`src/rtl/uart_pkg.sv`:
```
// Shared types for the UART receive-side control path.
// Frame configuration layout, its reset value and controller states.
package uart_pkg;

  typedef struct packed {
    logic [1:0] data_bit_num;
    logic       stop_bit_num;
    logic       parity_en;
    logic       parity_type;
  } uart_cfg_t;

  localparam uart_cfg_t UART_CFG_RST = '{
    data_bit_num: 2'b11,
    stop_bit_num: 1'b0,
    parity_en:    1'b0,
    parity_type:  1'b0
  };

  typedef enum logic [1:0] {
    IDLE,
    FRAME,
    DISCARD
  } rx_ctrl_state_t;

endpackage

```
`src/rtl/uart_rx_fifo.sv`:
```
// First-word fall-through FIFO for received bytes plus parity flag.
// Flush wins over push/pop; a push at full is taken only with a pop.
module uart_rx_fifo #(
  parameter int DEPTH = 16,
  parameter int WIDTH = 9
) (
  input  logic                     clk,
  input  logic                     rst_n,
  input  logic                     push,
  input  logic [WIDTH-1:0]         din,
  input  logic                     pop,
  input  logic                     flush,
  output logic                     full,
  output logic                     empty,
  output logic [$clog2(DEPTH):0]   count,
  output logic [WIDTH-1:0]         dout
);

  localparam int AW = $clog2(DEPTH);
  localparam int CW = AW + 1;

  logic [WIDTH-1:0] mem_q [DEPTH];
  logic [AW-1:0]    wr_ptr_q, wr_ptr_d;
  logic [AW-1:0]    rd_ptr_q, rd_ptr_d;
  logic [CW-1:0]    count_q, count_d;
  logic             do_push;
  logic             do_pop;

  assign full  = (count_q == CW'(DEPTH));
  assign empty = (count_q == '0);
  assign count = count_q;
  assign dout  = mem_q[rd_ptr_q];

  assign do_pop  = pop && !empty && !flush;
  assign do_push = push && !flush && (!full || do_pop);

  always_comb begin
    wr_ptr_d = wr_ptr_q;
    rd_ptr_d = rd_ptr_q;
    count_d  = count_q;
    if (flush) begin
      wr_ptr_d = '0;
      rd_ptr_d = '0;
      count_d  = '0;
    end else begin
      if (do_push) wr_ptr_d = wr_ptr_q + AW'(1);
      if (do_pop)  rd_ptr_d = rd_ptr_q + AW'(1);
      unique case ({do_push, do_pop})
        2'b10:   count_d = count_q + CW'(1);
        2'b01:   count_d = count_q - CW'(1);
        default: count_d = count_q;
      endcase
    end
  end

  always_ff @(posedge clk or negedge rst_n) begin
    if (!rst_n) begin
      wr_ptr_q <= '0;
      rd_ptr_q <= '0;
      count_q  <= '0;
    end else begin
      wr_ptr_q <= wr_ptr_d;
      rd_ptr_q <= rd_ptr_d;
      count_q  <= count_d;
    end
  end

  // Storage needs no reset: nothing is visible until count is nonzero.
  always_ff @(posedge clk) begin
    if (do_push) mem_q[wr_ptr_q] <= din;
  end

endmodule

```
`src/rtl/uart_rx_ctrl.sv`:
```
// Receive-side controller: frame tracking, shadowed configuration,
// received-byte FIFO, cts_n hysteresis and sticky overrun.
module uart_rx_ctrl
  import uart_pkg::*;
#(
  parameter int DEPTH  = 16,
  parameter int CTS_HI = DEPTH - 4,
  parameter int CTS_LO = DEPTH / 2
) (
  input  logic                   clk,
  input  logic                   rst_n,
  input  logic                   rx,
  input  logic                   rx_done,
  input  logic [7:0]             rx_data,
  input  logic                   parity_error,
  input  logic                   cfg_wr,
  input  logic [1:0]             cfg_data_bit_num,
  input  logic                   cfg_stop_bit_num,
  input  logic                   cfg_parity_en,
  input  logic                   cfg_parity_type,
  output logic [1:0]             data_bit_num,
  output logic                   stop_bit_num,
  output logic                   parity_en,
  output logic                   parity_type,
  output logic                   cfg_pending,
  input  logic                   flush,
  output logic                   rd_valid,
  input  logic                   rd_ready,
  output logic [7:0]             rd_data,
  output logic                   rd_perr,
  output logic [$clog2(DEPTH):0] fifo_count,
  output logic                   cts_n,
  output logic                   overrun,
  input  logic                   err_clr,
  output logic                   busy
);

  localparam int CW = $clog2(DEPTH) + 1;
  localparam logic [CW-1:0] HI = CW'(CTS_HI);
  localparam logic [CW-1:0] LO = CW'(CTS_LO);

  rx_ctrl_state_t state_q, state_d;
  uart_cfg_t      shadow_q, shadow_d;
  uart_cfg_t      active_q, active_d;
  uart_cfg_t      cfg_in;
  logic           pending_q, pending_d;
  logic           cts_q, cts_d;
  logic           ovr_q, ovr_d;

  logic           push_req;
  logic           pop_ok;
  logic           push_ok;
  logic           apply;
  logic           full;
  logic           empty;
  logic [CW-1:0]  count;
  logic [CW-1:0]  cnt_nxt;
  logic [8:0]     dout;

  assign cfg_in = '{
    data_bit_num: cfg_data_bit_num,
    stop_bit_num: cfg_stop_bit_num,
    parity_en:    cfg_parity_en,
    parity_type:  cfg_parity_type
  };

  assign push_req = rx_done && (state_q != DISCARD);
  assign pop_ok   = rd_ready && !empty && !flush;
  assign push_ok  = push_req && !flush && (!full || pop_ok);
  assign apply    = (state_q == IDLE) && rx && pending_q && !cfg_wr;

  uart_rx_fifo #(
    .DEPTH (DEPTH),
    .WIDTH (9)
  ) u_fifo (
    .clk   (clk),
    .rst_n (rst_n),
    .push  (push_req),
    .din   ({parity_error, rx_data}),
    .pop   (rd_ready),
    .flush (flush),
    .full  (full),
    .empty (empty),
    .count (count),
    .dout  (dout)
  );

  always_comb begin
    cnt_nxt = count;
    if (flush) begin
      cnt_nxt = '0;
    end else begin
      unique case ({push_ok, pop_ok})
        2'b10:   cnt_nxt = count + CW'(1);
        2'b01:   cnt_nxt = count - CW'(1);
        default: cnt_nxt = count;
      endcase
    end
  end

  always_comb begin
    state_d = state_q;
    unique case (state_q)
      IDLE:    if (!rx) state_d = FRAME;
      FRAME: begin
        if (rx_done)    state_d = IDLE;
        else if (flush) state_d = DISCARD;
      end
      DISCARD: if (rx_done) state_d = IDLE;
      default: state_d = IDLE;
    endcase
  end

  always_comb begin
    shadow_d  = shadow_q;
    active_d  = active_q;
    pending_d = pending_q;
    if (cfg_wr) begin
      shadow_d  = cfg_in;
      pending_d = 1'b1;
    end else if (apply) begin
      active_d  = shadow_q;
      pending_d = 1'b0;
    end
  end

  always_comb begin
    cts_d = cts_q;
    ovr_d = ovr_q;
    if (cnt_nxt >= HI)      cts_d = 1'b1;
    else if (cnt_nxt <= LO) cts_d = 1'b0;
    // Set wins over clear.
    if (push_req && !flush && full && !pop_ok) ovr_d = 1'b1;
    else if (err_clr)                         ovr_d = 1'b0;
  end

  always_ff @(posedge clk or negedge rst_n) begin
    if (!rst_n) begin
      state_q   <= IDLE;
      shadow_q  <= UART_CFG_RST;
      active_q  <= UART_CFG_RST;
      pending_q <= 1'b0;
      cts_q     <= 1'b0;
      ovr_q     <= 1'b0;
    end else begin
      state_q   <= state_d;
      shadow_q  <= shadow_d;
      active_q  <= active_d;
      pending_q <= pending_d;
      cts_q     <= cts_d;
      ovr_q     <= ovr_d;
    end
  end

  assign data_bit_num = active_q.data_bit_num;
  assign stop_bit_num = active_q.stop_bit_num;
  assign parity_en    = active_q.parity_en;
  assign parity_type  = active_q.parity_type;
  assign cfg_pending  = pending_q;
  assign rd_valid     = !empty;
  assign rd_data      = dout[7:0];
  assign rd_perr      = dout[8];
  assign fifo_count   = count;
  assign cts_n        = cts_q;
  assign overrun      = ovr_q;
  assign busy         = (state_q != IDLE);

endmodule

```
`config.mk`:
```
export PLATFORM = sky130hd
export DESIGN_NAME = uart_rx_ctrl
export DESIGN_NICKNAME = d
export VERILOG_FILES = /design/src/rtl/uart_pkg.sv /design/src/rtl/uart_rx_fifo.sv /design/src/rtl/uart_rx_ctrl.sv
export SDC_FILE = /design/constraint.sdc
export NUM_CORES = 1
export LEC_CHECK = 0
export ABC_AREA = 1
export CAP_MARGIN = 20
export CORE_UTILIZATION = 50
export CTS_BUF_LIST = sky130_fd_sc_hd__clkbuf_16
export CTS_CLUSTER_DIAMETER = 60
export CTS_CLUSTER_SIZE = 8
export DETAILED_ROUTE_END_ITERATION = 6
export DONT_BUFFER_PORTS = 1
export GPL_TIMING_DRIVEN = 0
export PLACE_DENSITY_LB_ADDON = 0.2
export SYNTH_ARGS = -nofsm -noshare
export SYNTH_HDL_FRONTEND = slang
export SYNTH_SLANG_ARGS = --single-unit
```
`constraint.sdc`:
```
create_clock -name clk -period 2.7 [get_ports clk]
set_input_delay 0.135 -clock clk [delete_from_list [all_inputs] [get_ports clk]]
set_output_delay 0.135 -clock clk [all_outputs]
set_load 0.1 [all_outputs]
```
; Word-level counts from Yosys, hierarchy flattened
; Memories as Yosys holds them, arrays and structs flattened.
; Index checks and enable logic that the tools add are counted.
[word_totals]
output_inout_bits = 24
ff_bits = 28
mem_count = 1
mem_bits_rw = 144
[mem_list]
columns = name, depth, word_bits, rd, rd_ports_with_merged_regs, wr, line
row1 = u_fifo.mem_q, 16, 9, 1, 0, 1, uart_rx_fifo.sv:22  ; logic [WIDTH-1:0] mem_q [DEPTH];
[op_classes]
bitwise_logic = 1
order_cmp = 2
n_reduce_logical = 26
muxes = 19
eq_ne = 9
add_sub_neg = 4
[op_table]
columns = op, n
row1 = 2-to-1 mux 4 bit, 4
row2 = nonzero test 2 bit, 6
row3 = logical AND 1 bit, 10
row4 = case mux 5 bit (2 select lines), 1
row5 = "adder 4 x 1 -> 4 bit, second input constant", 2
row6 = 2-to-1 mux 1 bit, 8
row7 = 2-to-1 mux 2 bit, 4
row8 = "!= test 2 bit, second input constant", 3
row9 = case mux 2 bit (3 select lines), 1
row10 = "adder 5 x 1 -> 5 bit, second input constant", 1
row11 = "equality test 5 bit, second input constant", 1
row12 = "greater-or-equal comparator 5 x 4 -> 1 bit, second input constant", 1
row13 = "less-or-equal comparator 5 x 4 -> 1 bit, second input constant", 1
row14 = logical NOT 1 bit, 5
row15 = logical NOT 5 bit, 1
row16 = 2-to-1 mux 5 bit, 1
row17 = "subtractor 5 x 1 -> 5 bit, second input constant", 1
row18 = "equality test 2 x 1 -> 1 bit, second input constant", 2
row19 = "equality test 2 bit, second input constant", 2
row20 = "!= test 3 bit, second input constant", 1
row21 = AND reduction 3 bit, 1
row22 = logical NOT 2 bit, 1
row23 = AND reduction 2 bit, 1
row24 = logical OR 1 bit, 1
row25 = NOT 1 bit, 1

; Depth between registers and ports, before layout
; Gate-level depths: netlist (run 1).
[depth]
ltp_word = 12
ltp_mapped = 13
mapped_depth_nobuf = 13

; Modules after synthesis
; A second synthesis (run 1) with hierarchy kept.
[unflattened]
hier_cells = 670
hier_area_um2 = 7427.1
[by_module_without_submodules]
columns = mod, seq_area_each_um2, area_each_um2, n_inst, cells_each
row1 = uart_rx_fifo, 4649.5, 6550.0, 1, 550
row2 = uart_rx_ctrl, 380.4, 877.1, 1, 120

; Worst setup path before layout (run 1)
; OpenSTA, ideal clock, no wires.
[synth_timing]
path_type = reg2out
from = reg u_fifo.rd_ptr_q[0]
to = out rd_data[7]
required_time_ps = 2565
n_path_buf = 2
arrival_ps = 3072
setup_slack_ps = -507
path_stages_with_launch = 7
path_cell_list = dfrtp_1 -> buf_6 -> clkbuf_1 -> nor2_1 -> o22ai_1 -> o21ai_0 -> o21ai_0
[synth_between]
elab_chain_len = 1
[synth_rtl]
columns = element, line
row1 = "start, declared", uart_rx_fifo.sv:24  ; logic [AW-1:0] rd_ptr_q, rd_ptr_d;
row2 = "start signal, assigned", uart_rx_fifo.sv:63  ; rd_ptr_q <= rd_ptr_d;
row3 = memory (16 x 9 bit), --
row4 = "end, declared", uart_rx_ctrl.sv:29  ; output logic [7:0] rd_data,
; Every way passes these cells.

; Worst setup path in the final report (run 1)
[layout_timing]
from = reg u_fifo.rd_ptr_q[0]
to = out rd_data[5]
; Same word-level chain as after synthesis.

==> results.md, run 1 <==
- Slew HR: 0.334
- Syn Nets: 611
- CTS sink count: 172
- RR Endpoint: cts_n
- Overall routing resource usage: 0.254
- Largest net degree at the start of global routing: 29
- Ys flop type: edfxtp_1
- DR vias/cell: 5.91
- Hold EP: u_fifo.count[1]
- Worst hold path class: in -> reg
- Row cnt: 43
- Number of global-route vias before repair: 4821
- Die area: 14700 µm²
- Max-cap violations: 0
- YS warnings: 0
- Crit Path Category: reg -> out
- Synthesized area: 7110 µm²
- First-pass GRT wire length: 26500 µm
- Fraction of layout cells with a size suffix above 1: 0.185
- Clk root buf: clkbuf_16
- CP Data Required Time: 2.57 ns
- Design area: 8460 µm²
- DRC errors left: 0
- Starting Density: 0.512
- Placed insts: 760
- Setup TNS: 0 ns
- Post-synthesis cell type count: 36
- Total wire length: 17400 µm
- Synth async-reset ratio: 0.163
- Diode count: 0
- Critical path, cell by cell: buf_6 -> inv_2 -> clkbuf_1 -> o21ai_0 -> o22ai_1 -> o21ai_1 -> nand2_4
- EDFF count, synth: 144
- Initial antenna violation count: 0
- Clock skew: 0.00793 ns
- Yosys reg bits: 172
- PD cells: 910 nW/µm²
- Worst-margin pin slew: 0.997 ns
- Fillers: 1112
- Crit-path slowest cell: clkbuf_1
- Cell count of the worst hold path: 4
- Drt pass-1 iters: 5
- Maximum VDD drop: 550 µV
- Final GP Congestion: 0.795
- Via Count: 4832
- Mapped Cells: 580
- CTS Buffer Depth: 2
- Placeable Area: 13900 µm²
- Hold Crit Start: rd_ready
- Slew Limit Fails: 0
- Final setup fails: 0
- Reg2reg setup slack: 0.08 ns
- Seq/Total Area, Yosys: 0.707
- Status: finished, final reports clean
- Hold Vio Cnt, Final: 0
- Final nets: 656
- Post-Place Cell Area: 7350 µm²
- Fmax: 378 MHz
- Final Cycle Share: 0.979
- Hpwl dp: 10900 µm
- Slowest Stage Delay on Critical Path: 0.45 ns
- Gr ovfl total: 0
- Clk slew on worst S/H paths: 0.07 ns
- Critical Path AT: 2.51 ns
- Reg-to-reg startpoint: u_fifo.count[0]
- Clk_lat worst skew: 0.42 ns
- Port Buf Inserts: 0
- Reg2Reg Depth: 11
- Antenna Violating Nets Remaining: 0
- CTS Buf Count: 17
- Layout Cells excl Fill: 818
- Pleak: 3.01 nW
- Chip height: 121 µm
- Synth Area per Inst: 12.3 µm²
- Area growth from synthesis to layout: 19.0%
- CTS tree: built
- WL/cell: 21.3 µm
- Min cycle time layout: 2.64 ns
- CP Capture Type: output pin
- Ports: 46
- H-tree depth: 4
- First DRT Iteration DRCs: 518
- Worst-path fanout max: 10
- DIE WIDTH: 121 µm
- Startpoint Class: flip-flop
==> worst max-delay path: cells and delay by family, from the launching register on <==
| family | cells | cell delay (ns) |
|---|---|---|
| AO/OA/AOI/OAI | 3 | 0.72 |
| buffers and inverters | 3 | 0.66 |
| flip-flops | 1 | 0.39 |
| AND/OR/NAND/NOR | 1 | 0.30 |
==> sequential cells by signal, indices dropped and copies added (netlist names), 2 cells and up <==
signal,count
shadow_q,5
data_bit_num,2
u_fifo.rd_ptr_q,4
u_fifo.mem_q,144
state_q,2
u_fifo.wr_ptr_q,4
u_fifo.count,5
==> cell usage after synthesis (2+ instances only) <==
master / number / area (µm²)
inv_4: 2 / 12.5
buf_2: 9 / 45.0
clkbuf_1: 12 / 45.0
o21ai_0: 62 / 310
nand4_1: 7 / 43.8
nand2_2: 3 / 18.8
o221ai_1: 5 / 43.8
a221oi_1: 12 / 105
dfstp_2: 4 / 105
nor2_1: 57 / 214
o22ai_1: 15 / 93.8
nand4_2: 2 / 25.0
buf_6: 2 / 22.5
dfrtp_1: 24 / 601
o21ai_1: 12 / 60.1
a21oi_1: 28 / 140
edfxtp_1: 144 / 4320
nand3_2: 3 / 30.0
nor2_2: 2 / 12.5
buf_4: 3 / 22.5
nand3_1: 23 / 115
ha_1: 8 / 100
a21oi_2: 2 / 17.5
nand2_1: 91 / 342
nand3_4: 2 / 35.0
inv_1: 29 / 109
xor2_1: 2 / 17.5
inv_2: 7 / 26.3
==> kinds of logic (layout without fill, tap and decap cells) <==
logic type                 Yosys count  count (layout)  synth area share
adders and majority gates            9               9            0.0169
xor gates and xnor gates             2               2           0.00246
buffers and inverters               64             122            0.0398
DFF                                172             172             0.707
AOI/OAI and AO/OA                  139             139             0.112
and+or+nand+nor                    194             194             0.122
==> area by class of cell <==
cell class              instances  area (µm²)  area share
plain buffers                  26         144      0.0170
clock buffers                  17         425      0.0503
clock inverters                15         168      0.0198
inverters                      38         150      0.0177
multi-input cells             344        2040       0.241
flip-flops and latches        172        5050       0.596
well taps                     180         225      0.0266
repair buffers                 26         268      0.0316
==> what timing repair did <==
item                                   CTS  global route
gates resized for setup                 56            17
setup endpoints to repair              155           137
hold buffers                            25             0
pin swaps                                8            10
setup buffers                            0             1
endpoints found under the hold margin  186             0
==> where the power goes <==
group	total, mW	switching, mW	internal, mW
logic	1.87	1.47	0.407
registers	3.41	0.417	2.99
clock network	2.42	1.04	1.38
==> layer usage <==
layer | track usage | share of wire | vias to the layer above
li1 | - | - | 2194
met4 | 0.104 | 0.030 | 0
met1 | 0.324 | 0.40 | 2387
met2 | 0.424 | 0.50 | 219
met5 | 0 | 0 | -
met3 | 0.0526 | 0.071 | 32
==> worst max-delay path by stage <==
stage | start | end | slack (ns)
3_3_place_gp | u_fifo.count[1] | u_fifo.mem_q[6][5] | -0.27
4_1_cts | u_fifo.rd_ptr_q[0] | rd_data[2] | -0.02
6_report | u_fifo.rd_ptr_q[0] | rd_data[5] | 0.06
5_1_grt | u_fifo.count[0] | cts_n | -0.004
2_1_floorplan | u_fifo.count[0] | cts_n | 0.14
3_5_place_dp | u_fifo.count[1] | u_fifo.mem_q[1][4] | -0.29
==> metrics by stage <==
step	total power, mW	utilization	setup WS (ns)	hold slack (ns)
2_1_floorplan	4.73	-	0.138	-0.161
3_5_place_dp	5.10	0.529	-0.295	-0.160
5_1_grt	7.95	0.610	-0.00443	0.0506
6_report	7.70	0.610	0.0571	0.0491
4_1_cts	7.67	0.606	-0.0248	0.0295
3_3_place_gp	5.06	0.529	-0.275	-0.160
==> placed cells by master (no fill, tap or decap), types with 8 or more instances in the layout <==
master	count
edfxtp_1	144
nand2_1	83
o21ai_0	60
nor2_1	41
inv_1	28
a21oi_1	27
dlygate4sd3_1	24
nand3_1	23
dfrtp_1	19
clkbuf_16	17
o22ai_1	15
nor2_4	14
o21ai_1	13
a221oi_1	12
inv_2	8
buf_2	8
nand2_4	8
Power figures use the tool's default switching activity.
==> inputs of run 2 (changes only) <==
ABC_AREA = not set   (was 1)
CTS_BUF_LIST = sky130_fd_sc_hd__clkbuf_4 sky130_fd_sc_hd__clkbuf_8   (was sky130_fd_sc_hd__clkbuf_16)
==> run 2 against run 1 <==
The flow now finishes with violations (negative setup slack). Worst setup slack worse by 0.27 ns. First-iteration DRC count fell by 31%. Combinational power is 23% higher. Cell count fell by 14%. Register-to-register slack lost 0.30 ns. Global-route usage decreased by 3.5 points. Largest power group unchanged. Highest routed layer unchanged.
==> results.md, run 2 <==
- Ys flop type: edfxtp_1
- Pleak: 2.83 nW
- Crit Path Category: reg -> reg
- Setup TNS: -0.379 ns
- Commonest non-fill, non-tap cell in the layout: edfxtp_1
- Largest net degree at the start of global routing: 29
- H-tree depth: 4
- Worst Slack Setup Final: -0.216 ns
- Final nets: 543
- Port Buf Inserts: 0
- Critical path's top delay family: simple AND/OR/NAND/NOR gates
- Yosys reg bits: 172
- Drt pass-1 iters: 5
- Final Cycle Share: 1.08
- Slowest Stage Delay on Critical Path: 0.65 ns
- Clk slew on worst S/H paths: 0.08 ns
- WL/cell: 21.2 µm
- Via Count: 4073
- Slew Limit Fails: 0
- EDFF count, synth: 144
- Max reg flops: 144
- Antenna Violating Nets Remaining: 0
- Top post-synthesis cells by count: edfxtp_1, mux2i_1, nand2_1
- Syn Nets: 492
- Starting Density: 0.515
- Initial antenna violation count: 2
- Most flops, register: u_fifo.mem_q
- Max-cap violations: 0
- CTS Buffer Depth: 2
- PD cells: 884 nW/µm²
- RSZ-0062 raised after global routing: true
- First DRT Iteration DRCs: 358
- First-pass GRT wire length: 23300 µm
- DRC errors left: 0
- CTS tree: built
- Crit-path most repeated cell: nor2_4
- Die area: 14800 µm²
- Crit-path slowest cell: dfrtp_4
- Synth async-reset ratio: 0.163
- Fraction of layout cells with a size suffix above 1: 0.286
- Slew HR: 0.380
- Buf+Inv Stages, Crit Path: 1
- Total wire length: 15000 µm
- Placeable Area: 13900 µm²
- CTS Buf Count: 17
- Min cycle time layout: 2.92 ns
- Clock skew: 0.00892 ns
- DR vias/cell: 5.76
- Number of global-route vias before repair: 4147
- Synthesized area: 7170 µm²
- Total power draw: 7.62 mW
- Worst-margin pin slew: 0.930 ns
- Synth Area per Inst: 15.6 µm²
- Util after Layout: 0.619
- Commonest non-fill, non-tap cells in the layout: edfxtp_1, mux2i_1, nand2_1, nor2_1, dfrtp_1
- Seq/Total Area, Yosys: 0.701
- Overall routing resource usage: 0.219
- Fmax: 343 MHz
- Critical Path AT: 3.31 ns
- Worst-path fanout max: 7
- Post-Place Cell Area: 7510 µm²
- Place WS: -0.361 ns
- DIE WIDTH: 122 µm
- Hpwl dp: 9650 µm
- Hold Vio Cnt, Final: 0
- Post-synth top area share: 0.603
- CTS sink count: 172
- CP Data Required Time: 3.09 ns
- Yosys top cell by area: edfxtp_1
- Clk root buf: clkbuf_8
- Post-synthesis cell type count: 47
- Top cells by area, synth: edfxtp_1, dfrtp_1, mux4_2
- YS warnings: 0
- Status: finished with violations
- CP Capture Type: flip-flop
- Area growth from synthesis to layout: 20.3%
- Maximum VDD drop: 629 µV
- Cell with the most instances after synthesis: edfxtp_1
- Final setup fails: 4
- Design area: 8620 µm²
- Chip height: 122 µm
- Worst hold path class: in -> reg
- Critical path, cell by cell: or4_4 -> nor2_4 -> or3_4 -> inv_4 -> ha_4 -> nor2_4 -> a21oi_4 -> nor2b_2 -> or3b_4 -> a31oi_4 -> a21o_1
- Fillers: 1016
- Ports: 46
- Row cnt: 43
- Failing checks: negative setup slack
- Gr ovfl total: 0
- Clk_lat worst skew: 0.45 ns
- Startpoint Class: flip-flop
- Mapped Cells: 461
- Final GP Congestion: 0.789
## run 2: cell count changes after synthesis, sizes merged, moves of 6 or more
cell,previous run,this run
nand3,28,4
a22oi,0,9
inv,38,14
nor2,59,29
mux4,0,18
mux2,0,11
a21oi,30,18
o22ai,15,1
nand2,95,37
nand4,9,3
mux2i,0,37
o21ai,75,15
nor3,2,11
## run 2: path summary, 6_finish.rpt
path	from	end	slack, ns	cells after the start
setup / recovery	u_fifo.count[0]	cts_n	-0.22	11
hold / removal	rd_ready	u_fifo.count[3]	0.09	3
setup reg to reg	u_fifo.count[0]	cts_n	-0.22	11
min in group asynchronous	rst_n	shadow_q[1]	0.12	2
max in group asynchronous	rst_n	data_bit_num[1]	2.36	2
hold reg to reg	state_q[1]	state_q[0]	0.51	1
## run 2: kinds of logic after synthesis
family                     after synthesis  share of synthesized area
muxes                                   66                      0.126
DFF                                    172                      0.701
buffers and inverters                   37                     0.0206
adders and majority gates                9                     0.0167
and+or+nand+nor                        104                     0.0672
xor gates and xnor gates                 8                    0.00977
AOI/OAI and AO/OA                       65                     0.0584
## run 2: final cells by class
type | count | area, µm² | area share
flip-flops and latches | 172 | 5050 | 0.585
multi-input cells | 252 | 2360 | 0.274
repair buffers | 35 | 437 | 0.0506
clock buffers | 20 | 256 | 0.0297
well taps | 180 | 225 | 0.0261
clock inverters | 12 | 121 | 0.0141
plain buffers | 20 | 115 | 0.0133
inverters | 14 | 55.1 | 0.00638
diodes | 2 | 5.00 | 0.000580
## run 2: metrics by stage
step	std cells	hold WS [ns]
CTS	692	0.0646
global route	706	0.0938
detailed placement	641	-0.160
global placement	641	-0.160
floorplan	461	-0.161
finish	707	0.0928
## run 2: what timing repair did
| action | CTS | global route |
|---|---|---|
| setup buffers | 2 | 14 |
| pin swaps | 8 | 19 |
| setup endpoints to repair | 157 | 157 |
| hold buffers | 19 | 0 |
| endpoints found under the hold margin | 181 | 0 |
| gates resized for setup | 56 | 34 |
## run 2: where the power goes
group          internal, mW  total, mW  switching (mW)
combinational         0.831       2.30            1.47
sequential             3.01       3.59           0.578
clock                 0.846       1.74           0.889
## run 2: metal layers
layer	track usage	vias up	wire (µm)	part of all wire
met5	0	-	0	0
met4	0.0764	0	198	0.013
met3	0.0463	14	711	0.047
met2	0.332	108	7290	0.49
met1	0.314	2081	6780	0.45
li1	-	1870	-	-
## run 2: worst register-to-register path: stages (launching register included)
cell	delay, ns
dfrtp_4	0.65
or4_4	0.62
nor2_4	0.13
or3_4	0.16
inv_4	0.05
ha_4	0.22
nor2_4	0.12
a21oi_4	0.05
nor2b_2	0.17
or3b_4	0.40
a31oi_4	0.17
a21o_1	0.11
